`src/rtl/c64_pkg.sv`:
```
// Shared C64 memory-map constants, bank bit positions and read-source select type
// for the bus decoder and its helpers.
package c64_pkg;

    localparam logic [15:0] PORT_DDR_ADDR  = 16'h0000;
    localparam logic [15:0] PORT_DATA_ADDR = 16'h0001;

    localparam logic [15:0] BASIC_BASE  = 16'hA000;
    localparam logic [15:0] IO_BASE     = 16'hD000;
    localparam logic [15:0] KERNAL_BASE = 16'hE000;

    localparam int LORAM_B  = 0;
    localparam int HIRAM_B  = 1;
    localparam int CHAREN_B = 2;

    typedef enum logic [2:0] {
        SRC_RAM,
        SRC_BASIC,
        SRC_KERNAL,
        SRC_CHAR,
        SRC_IO,
        SRC_PORT
    } src_e;

    typedef struct packed {
        logic charen;
        logic hiram;
        logic loram;
    } bank_t;

    // BASIC and KERNAL are 8 KiB windows, the I/O / CHAR window is 4 KiB.
    function automatic logic in_basic(input logic [15:0] ab);
        return ab[15:13] == BASIC_BASE[15:13];
    endfunction

    function automatic logic in_io(input logic [15:0] ab);
        return ab[15:12] == IO_BASE[15:12];
    endfunction

    function automatic logic in_kernal(input logic [15:0] ab);
        return ab[15:13] == KERNAL_BASE[15:13];
    endfunction

endpackage

```
`src/rtl/c64_bus_decode_if.sv`:
```
// CPU-side bus between the 6502 core (master) and the C64 bus decoder (slave).
interface c64_bus_decode_if;

    logic [15:0] cpu_ab;
    logic [7:0]  cpu_do;
    logic        cpu_we;
    logic [7:0]  cpu_di;

    modport master (
        output cpu_ab,
        output cpu_do,
        output cpu_we,
        input  cpu_di
    );

    modport slave (
        input  cpu_ab,
        input  cpu_do,
        input  cpu_we,
        output cpu_di
    );

endinterface

```
`src/rtl/c64_port_fade.sv`:
```
// Models the capacitive hold of an undriven 6510 port bit: the last driven level
// survives FADE_CYCLES cycles after the pin stops being driven, then reads 0.
module c64_port_fade #(
    parameter int                FADE_W      = 16,
    parameter logic [FADE_W-1:0] FADE_CYCLES = FADE_W'(64)
) (
    input  logic clk,
    input  logic reset,
    input  logic drive,
    input  logic level,
    output logic held
);

    localparam logic [FADE_W-1:0] ONE = FADE_W'(1);

    logic [FADE_W-1:0] cnt;

    // NOTE: state uses non-blocking assignments so every flop samples pre-edge values.
    always_ff @(posedge clk) begin
        if (reset) begin
            cnt  <= '0;
            held <= 1'b0;
        end else if (drive) begin
            cnt  <= FADE_CYCLES;
            held <= level;
        end else if (cnt != '0) begin
            cnt <= cnt - ONE;
            if (cnt == ONE) begin
                held <= 1'b0;
            end
        end
    end

endmodule

```
`src/rtl/c64_bus_decode.sv`:
```
// C64 memory-side bus decoder: 6510 processor port at $0000/$0001, bank switching
// from LORAM/HIRAM/CHAREN and a same-cycle read-data mux for the CPU.
module c64_bus_decode
    import c64_pkg::*;
#(
    parameter int                FADE_W      = 16,
    parameter logic [FADE_W-1:0] FADE_CYCLES = FADE_W'(64)
) (
    input  logic              clk,
    input  logic              reset,
    c64_bus_decode_if.slave   bus,
    output logic [15:0]       ram_addr,
    output logic [7:0]        ram_wdata,
    output logic              ram_we,
    input  logic [7:0]        ram_rdata,
    input  logic [7:0]        basic_rdata,
    input  logic [7:0]        kernal_rdata,
    input  logic [7:0]        char_rdata,
    input  logic [7:0]        io_rdata,
    output logic              io_cs,
    output logic              io_we,
    input  logic [5:0]        port_in,
    output logic [7:0]        port_eff
);

    logic [7:0] ddr;
    logic [7:0] data;
    logic [7:0] ddr_next;
    logic [7:0] data_next;
    logic [1:0] fade_val;
    logic [7:0] pin_level;
    logic       ddr_wr;
    logic       data_wr;
    logic       unused_pins;
    bank_t      bank;
    src_e       src;

    assign ddr_wr  = bus.cpu_we && (bus.cpu_ab == PORT_DDR_ADDR);
    assign data_wr = bus.cpu_we && (bus.cpu_ab == PORT_DATA_ADDR);

    // NOTE: every always_comb output gets a default first, so no path can infer a latch.
    always_comb begin
        ddr_next  = ddr;
        data_next = data;
        if (ddr_wr) begin
            ddr_next = bus.cpu_do;
        end
        if (data_wr) begin
            data_next = bus.cpu_do;
        end
    end

    always_ff @(posedge clk) begin
        if (reset) begin
            ddr  <= 8'h00;
            data <= 8'h00;
        end else begin
            ddr  <= ddr_next;
            data <= data_next;
        end
    end

    // The fade cells see the post-write pin state, so a bit driven on this edge
    // restarts its hold window with the level it is driven to.
    for (genvar i = 0; i < 2; i++) begin : g_fade
        c64_port_fade #(
            .FADE_W      (FADE_W),
            .FADE_CYCLES (FADE_CYCLES)
        ) u_fade (
            .clk   (clk),
            .reset (reset),
            .drive (ddr_next[6+i]),
            .level (data_next[6+i]),
            .held  (fade_val[i])
        );
    end

    // P0..P2 have internal pull-ups, so their external levels never reach the port.
    assign unused_pins = &port_in[2:0];
    assign pin_level   = {fade_val, port_in[5:3], 3'b111};
    assign port_eff    = (ddr & data) | (~ddr & pin_level);

    assign bank.loram  = port_eff[LORAM_B];
    assign bank.hiram  = port_eff[HIRAM_B];
    assign bank.charen = port_eff[CHAREN_B];

    function automatic src_e decode(input logic [15:0] ab, input bank_t bk);
        src_e sel;
        sel = SRC_RAM;
        if (ab == PORT_DDR_ADDR || ab == PORT_DATA_ADDR) begin
            sel = SRC_PORT;
        end else if (in_basic(ab)) begin
            sel = (bk.loram && bk.hiram) ? SRC_BASIC : SRC_RAM;
        end else if (in_io(ab)) begin
            if (!bk.loram && !bk.hiram) begin
                sel = SRC_RAM;
            end else begin
                sel = bk.charen ? SRC_IO : SRC_CHAR;
            end
        end else if (in_kernal(ab)) begin
            sel = bk.hiram ? SRC_KERNAL : SRC_RAM;
        end
        return sel;
    endfunction

    assign src = decode(bus.cpu_ab, bank);

    always_comb begin
        bus.cpu_di = ram_rdata;
        unique case (src)
            SRC_BASIC:  bus.cpu_di = basic_rdata;
            SRC_KERNAL: bus.cpu_di = kernal_rdata;
            SRC_CHAR:   bus.cpu_di = char_rdata;
            SRC_IO:     bus.cpu_di = io_rdata;
            SRC_PORT:   bus.cpu_di = (bus.cpu_ab == PORT_DDR_ADDR) ? ddr : port_eff;
            default:    bus.cpu_di = ram_rdata;
        endcase
    end

    // Writes under ROM land in RAM; only the visible I/O window diverts them.
    assign ram_addr  = bus.cpu_ab;
    assign ram_wdata = bus.cpu_do;
    assign io_cs     = (src == SRC_IO);
    assign io_we     = io_cs && bus.cpu_we;
    assign ram_we    = bus.cpu_we && !io_cs;

endmodule
```
`src/flat_wrapper.sv`:
```
// flat-port wrapper written by rule: the top's interface ports become plain ports
module c64_bus_decode_flat import c64_pkg::*;
#(
    parameter int                FADE_W      = 16,
    parameter logic [FADE_W-1:0] FADE_CYCLES = FADE_W'(64)
)
  (clk, reset, ram_addr, ram_wdata, ram_we, ram_rdata, basic_rdata, kernal_rdata, char_rdata, io_rdata, io_cs, io_we, port_in, port_eff, bus_cpu_ab, bus_cpu_do, bus_cpu_we, bus_cpu_di);
  c64_bus_decode_if bus_i ();
  input  logic clk;
  input  logic reset;
  output logic [15:0] ram_addr;
  output logic [7:0] ram_wdata;
  output logic ram_we;
  input  logic [7:0] ram_rdata;
  input  logic [7:0] basic_rdata;
  input  logic [7:0] kernal_rdata;
  input  logic [7:0] char_rdata;
  input  logic [7:0] io_rdata;
  output logic io_cs;
  output logic io_we;
  input  logic [5:0] port_in;
  output logic [7:0] port_eff;
  input wire logic [$bits(bus_i.cpu_ab)-1:0] bus_cpu_ab;
  input wire logic [$bits(bus_i.cpu_do)-1:0] bus_cpu_do;
  input wire logic [$bits(bus_i.cpu_we)-1:0] bus_cpu_we;
  output wire logic [$bits(bus_i.cpu_di)-1:0] bus_cpu_di;
  assign bus_i.cpu_ab = bus_cpu_ab;
  assign bus_i.cpu_do = bus_cpu_do;
  assign bus_i.cpu_we = bus_cpu_we;
  assign bus_cpu_di = bus_i.cpu_di;
  c64_bus_decode #(.FADE_W(FADE_W), .FADE_CYCLES(FADE_CYCLES)) u_core (.clk(clk), .reset(reset), .bus(bus_i), .ram_addr(ram_addr), .ram_wdata(ram_wdata), .ram_we(ram_we), .ram_rdata(ram_rdata), .basic_rdata(basic_rdata), .kernal_rdata(kernal_rdata), .char_rdata(char_rdata), .io_rdata(io_rdata), .io_cs(io_cs), .io_we(io_we), .port_in(port_in), .port_eff(port_eff));
endmodule
```
`config.mk`:
```
export PLATFORM = sky130hd
export DESIGN_NAME = c64_bus_decode_flat
export DESIGN_NICKNAME = d
export VERILOG_FILES = /design/src/rtl/c64_pkg.sv /design/src/rtl/c64_bus_decode_if.sv /design/src/rtl/c64_port_fade.sv /design/src/rtl/c64_bus_decode.sv /design/src/flat_wrapper.sv
export SDC_FILE = /design/constraint.sdc
export NUM_CORES = 1
export LEC_CHECK = 0
export CAP_MARGIN = 20
export CORE_AREA = 2 2 107 83
export CTS_CLUSTER_SIZE = 20
export DETAILED_ROUTE_END_ITERATION = 8
export DIE_AREA = 0 0 109 85
export PLACE_DENSITY = 0.77
export SLEW_MARGIN = 5
export SYNTH_ARGS = -nofsm -noshare
export SYNTH_HDL_FRONTEND = slang
export SYNTH_HIERARCHICAL = 1
export SYNTH_SLANG_ARGS = --single-unit
export TNS_END_PERCENT = 10
```
`constraint.sdc`:
```
create_clock -name clk -period 2.2 [get_ports clk]
set_input_delay 0.22 -clock clk [delete_from_list [all_inputs] [get_ports clk]]
set_output_delay 0.22 -clock clk [all_outputs]
set_load 0.03 [all_outputs]
```
==> out/qor.csv <==
stage,metric,value,unit
pwr,Leakage,1.84,nW
setup_path,WP data arrival,2.05,ns
drt,final wirelength,9560,um
clocking,CTS H-tree depth,2,
clocking,clk slew on worst S/H paths,0.09,ns
layout,most frequent cells in the layout,"clkdlybuf4s50_1 (96), dfxtp_1 (46), buf_4 (31), a21oi_1 (31), nand2_1 (26)",
clocking,clk_lat worst skew,0.31,ns
setup_path,Worst R2R Start,u_core/g_fade[0].u_fade/cnt[0],
sta,Tightest Pin Transition,0.538,ns
worst_hold_path,hold path endpoint,u_core/g_fade[0].u_fade/held,
clocking,hold bufs inserted after CTS,0,
drt,Via Count,3418,
setup_path,"Max FO, Critical Path",5,
drt,# DRC,0,
worst_hold_path,Hold Crit Class,flop to flop,
clocking,CTS Buf Count,5,
sta,min Tclk post-route,2.27,ns
setup_path,Worst Reg-to-Reg Cells,6,
setup_path,critical path data required time,1.98,ns
setup_path,type of origin of the critical path,flop,
global_routing,pin count of the biggest net entering global routing,27,
synthesis,#FFs+latches synth,50,
global_routing,Total Routing Usage GR,0.202,
sta,Final Cycle Share,1.03,
synthesis,Syn Inst Count,403,
sta,Rel. slew slack,0.639,
pwr,pwr dens,974,mW/mm2
synthesis,asr flop ratio synth,0,
synthesis,Synth cell types,53,
synthesis,ys flop type,dfxtp_1,
die,io pins,116,
synthesis,synth warn,6,
clocking,CTS Buffer Depth,2,
drt,DR pass1 iterations,4,
drt,DR vias/cell,5.52,
outcome,status,finished with violations,
synthesis,"EDFF count, synth",0,
global_routing,global-route wire length before repair,15200,um
sta,RSZ-0062 raised after global routing,true,
layout,Final nets,587,
layout,"Core Util, Final",0.588,
layout,layout cells sized above 1,0.178,
sta,Fin. Hold Viols,0,
run,maxcap violations,0,
sta,FMAX,0.440,GHz
clocking,Clock Sinks,50,
die,CORE AREA,0.00824,mm2
global_routing,initial antenna violation count,0,
synthesis,synthesized area,0.00337,mm2
setup_path,Worst path slowest cell,or4_4,
die,Die X,109,um
setup_path,RR Endpoint,u_core/g_fade[0].u_fade/cnt[14],
worst_hold_path,Worst Min Path Start,u_core/g_fade[0].u_fade/held,
setup_path,r2r setup slk,0.23,ns
setup_path,crit path cell chain,"and4bb_1, or4_4, buf_4, o22a_1, a31oi_1, buf_4",
synthesis,Syn Area/Cell,8.35,um2
placed_design,# port buffers,112,
sta,Final setup viols,5,
sta,clk_skew,0.0112,ns
pwr,worst vdd ir,938,uV
placed_design,HPWL after detailed placement,7280,um
die,Die Y-Extent,85,um
pwr,Total Power,4.72,mW
drt,initial DRC count,126,
placed_design,RD Place Congestion,0.863,
setup_path,Worst setup EP type,output port,
clocking,CTS tree,done,
setup_path,CP max stage delay,0.45,ns
setup_path,crit path kind,flop to output port,
synthesis,Post-Syn Nets,480,
synthesis,sequential area share after synthesis,0.297,
layout,# diodes,0,
clocking,postcts setup bufs,0,
die,Starting Density,0.409,
die,FP Rows,29,
global_routing,GRT Residual Overflow,0,
layout,"most common cell after layout, fill and taps aside",clkdlybuf4s50_1,
global_routing,vias in the first global route,3333,
sta,Final Slew Violations,0,
layout,Fillers,726,
setup_path,CP most frequent cell,buf_4,
layout,synthesis-to-finish area growth,43.9,%
worst_hold_path,hold depth,2,
drt,wire per inst,15.4,um
clocking,clock tree root driver cell,clkbuf_8,
outcome,violated checks,negative setup slack,
sta,setup slack after layout,-0.0728,ns
drt,Routed Antenna Nets,0,
die,die area,0.00927,mm2
-- cells by family after synthesis --
logic type / Yosys count / synth area share
and+or+nand+nor: 166 / 0.319
AOI/OAI and AO/OA: 100 / 0.191
buffers and inverters: 54 / 0.0910
DFF: 50 / 0.297
muxes: 25 / 0.0762
xor gates and xnor gates: 4 / 0.0104
adders and majority gates: 4 / 0.0149
-- Yosys cell counts (10+ instances only) --
| master | number | area (um2) |
|---|---|---|
| a21oi_1 | 31 | 155 |
| a31oi_1 | 10 | 62.6 |
| buf_4 | 24 | 180 |
| clkbuf_1 | 11 | 41.3 |
| dfxtp_1 | 50 | 1000 |
| inv_1 | 12 | 45.0 |
| mux2i_1 | 20 | 200 |
| nand2_1 | 26 | 97.6 |
| nand2b_1 | 19 | 119 |
| nand3_1 | 13 | 65.1 |
| nor2_1 | 22 | 82.6 |
| nor2b_1 | 12 | 75.1 |
| o21ai_0 | 16 | 80.1 |
| o31ai_1 | 10 | 75.1 |
| or3_1 | 10 | 62.6 |
-- stage by stage --
stage	setup TNS (ns)	setup WS [ns]	instances	cell area, um2	hold slack [ns]
after floorplan	0	0.125	403	3370	0.289
after global placement	-7.52	-0.267	610	4590	0.444
after detailed placement	-8.67	-0.308	610	4590	0.467
after CTS	-0.497	-0.0842	618	4730	0.483
after global routing	-0.640	-0.104	619	4840	0.492
final	-0.135	-0.0728	619	4840	0.482
-- power breakdown --
group / switching, mW / internal [mW]
clock: 0.307 / 0.340
sequential: 0.399 / 1.17
combinational: 1.34 / 1.17
total: 2.04 / 2.67
-- what timing repair did --
| item | 4_1_cts | 5_1_grt |
|---|---|---|
| resized for setup | 12 | 36 |
| hold endpoints to repair | 0 | 0 |
| setup endpoints to repair | 9 | 38 |
| pin swaps | 5 | 10 |
| gates cloned | 0 | 1 |
-- worst max path at each step --
stage | slack [ns] | to | depth (start not counted) | startpoint
4_1_cts | -0.08 | bus_cpu_di[2] | 8 | bus_cpu_ab[14]
2_1_floorplan | 0.13 | ram_we | 5 | u_core/data[1]
3_5_place_dp | -0.31 | u_core/g_fade[0].u_fade/cnt[14] | 10 | bus_cpu_ab[11]
3_3_place_gp | -0.27 | u_core/g_fade[0].u_fade/cnt[10] | 10 | bus_cpu_ab[11]
5_1_grt | -0.10 | bus_cpu_di[7] | 6 | u_core/data[1]
6_report | -0.07 | bus_cpu_di[7] | 6 | u_core/ddr[0]
-- critical path: cells and delay by family (launching register included) --
family / cells / cell delay, ns
and+or+nand+nor: 2 / 0.67
DFF: 1 / 0.36
AOI/OAI and AO/OA: 2 / 0.35
buffers and inverters: 2 / 0.36
-- state kept, by name, summed over array words and instances (netlist names) --
name,count
u_core/data,8
u_core/g_fade.u_fade/cnt,32
u_core/g_fade.u_fade/held,2
u_core/ddr,8
-- layer usage --
layer / track usage / part of all wire / vias to the layer above
met5: 0 / 0 / -
met4: 0.0699 / 0.021 / 0
met3: 0.0453 / 0.060 / 17
met2: 0.352 / 0.50 / 86
met1: 0.243 / 0.42 / 1633
li1: - / - / 1682
-- layout make-up --
class                      instances  area [um2]  area share
multi-input combinational        299        2160       0.445
timing repair buffer             141        1390       0.286
sequential                        50        1010       0.208
tap                              108         135      0.0279
clock buffer                       6        72.6      0.0150
inverter                          13        48.8      0.0101
clock inverter                     2        37.5     0.00775
Power figures use the tool's default switching activity.
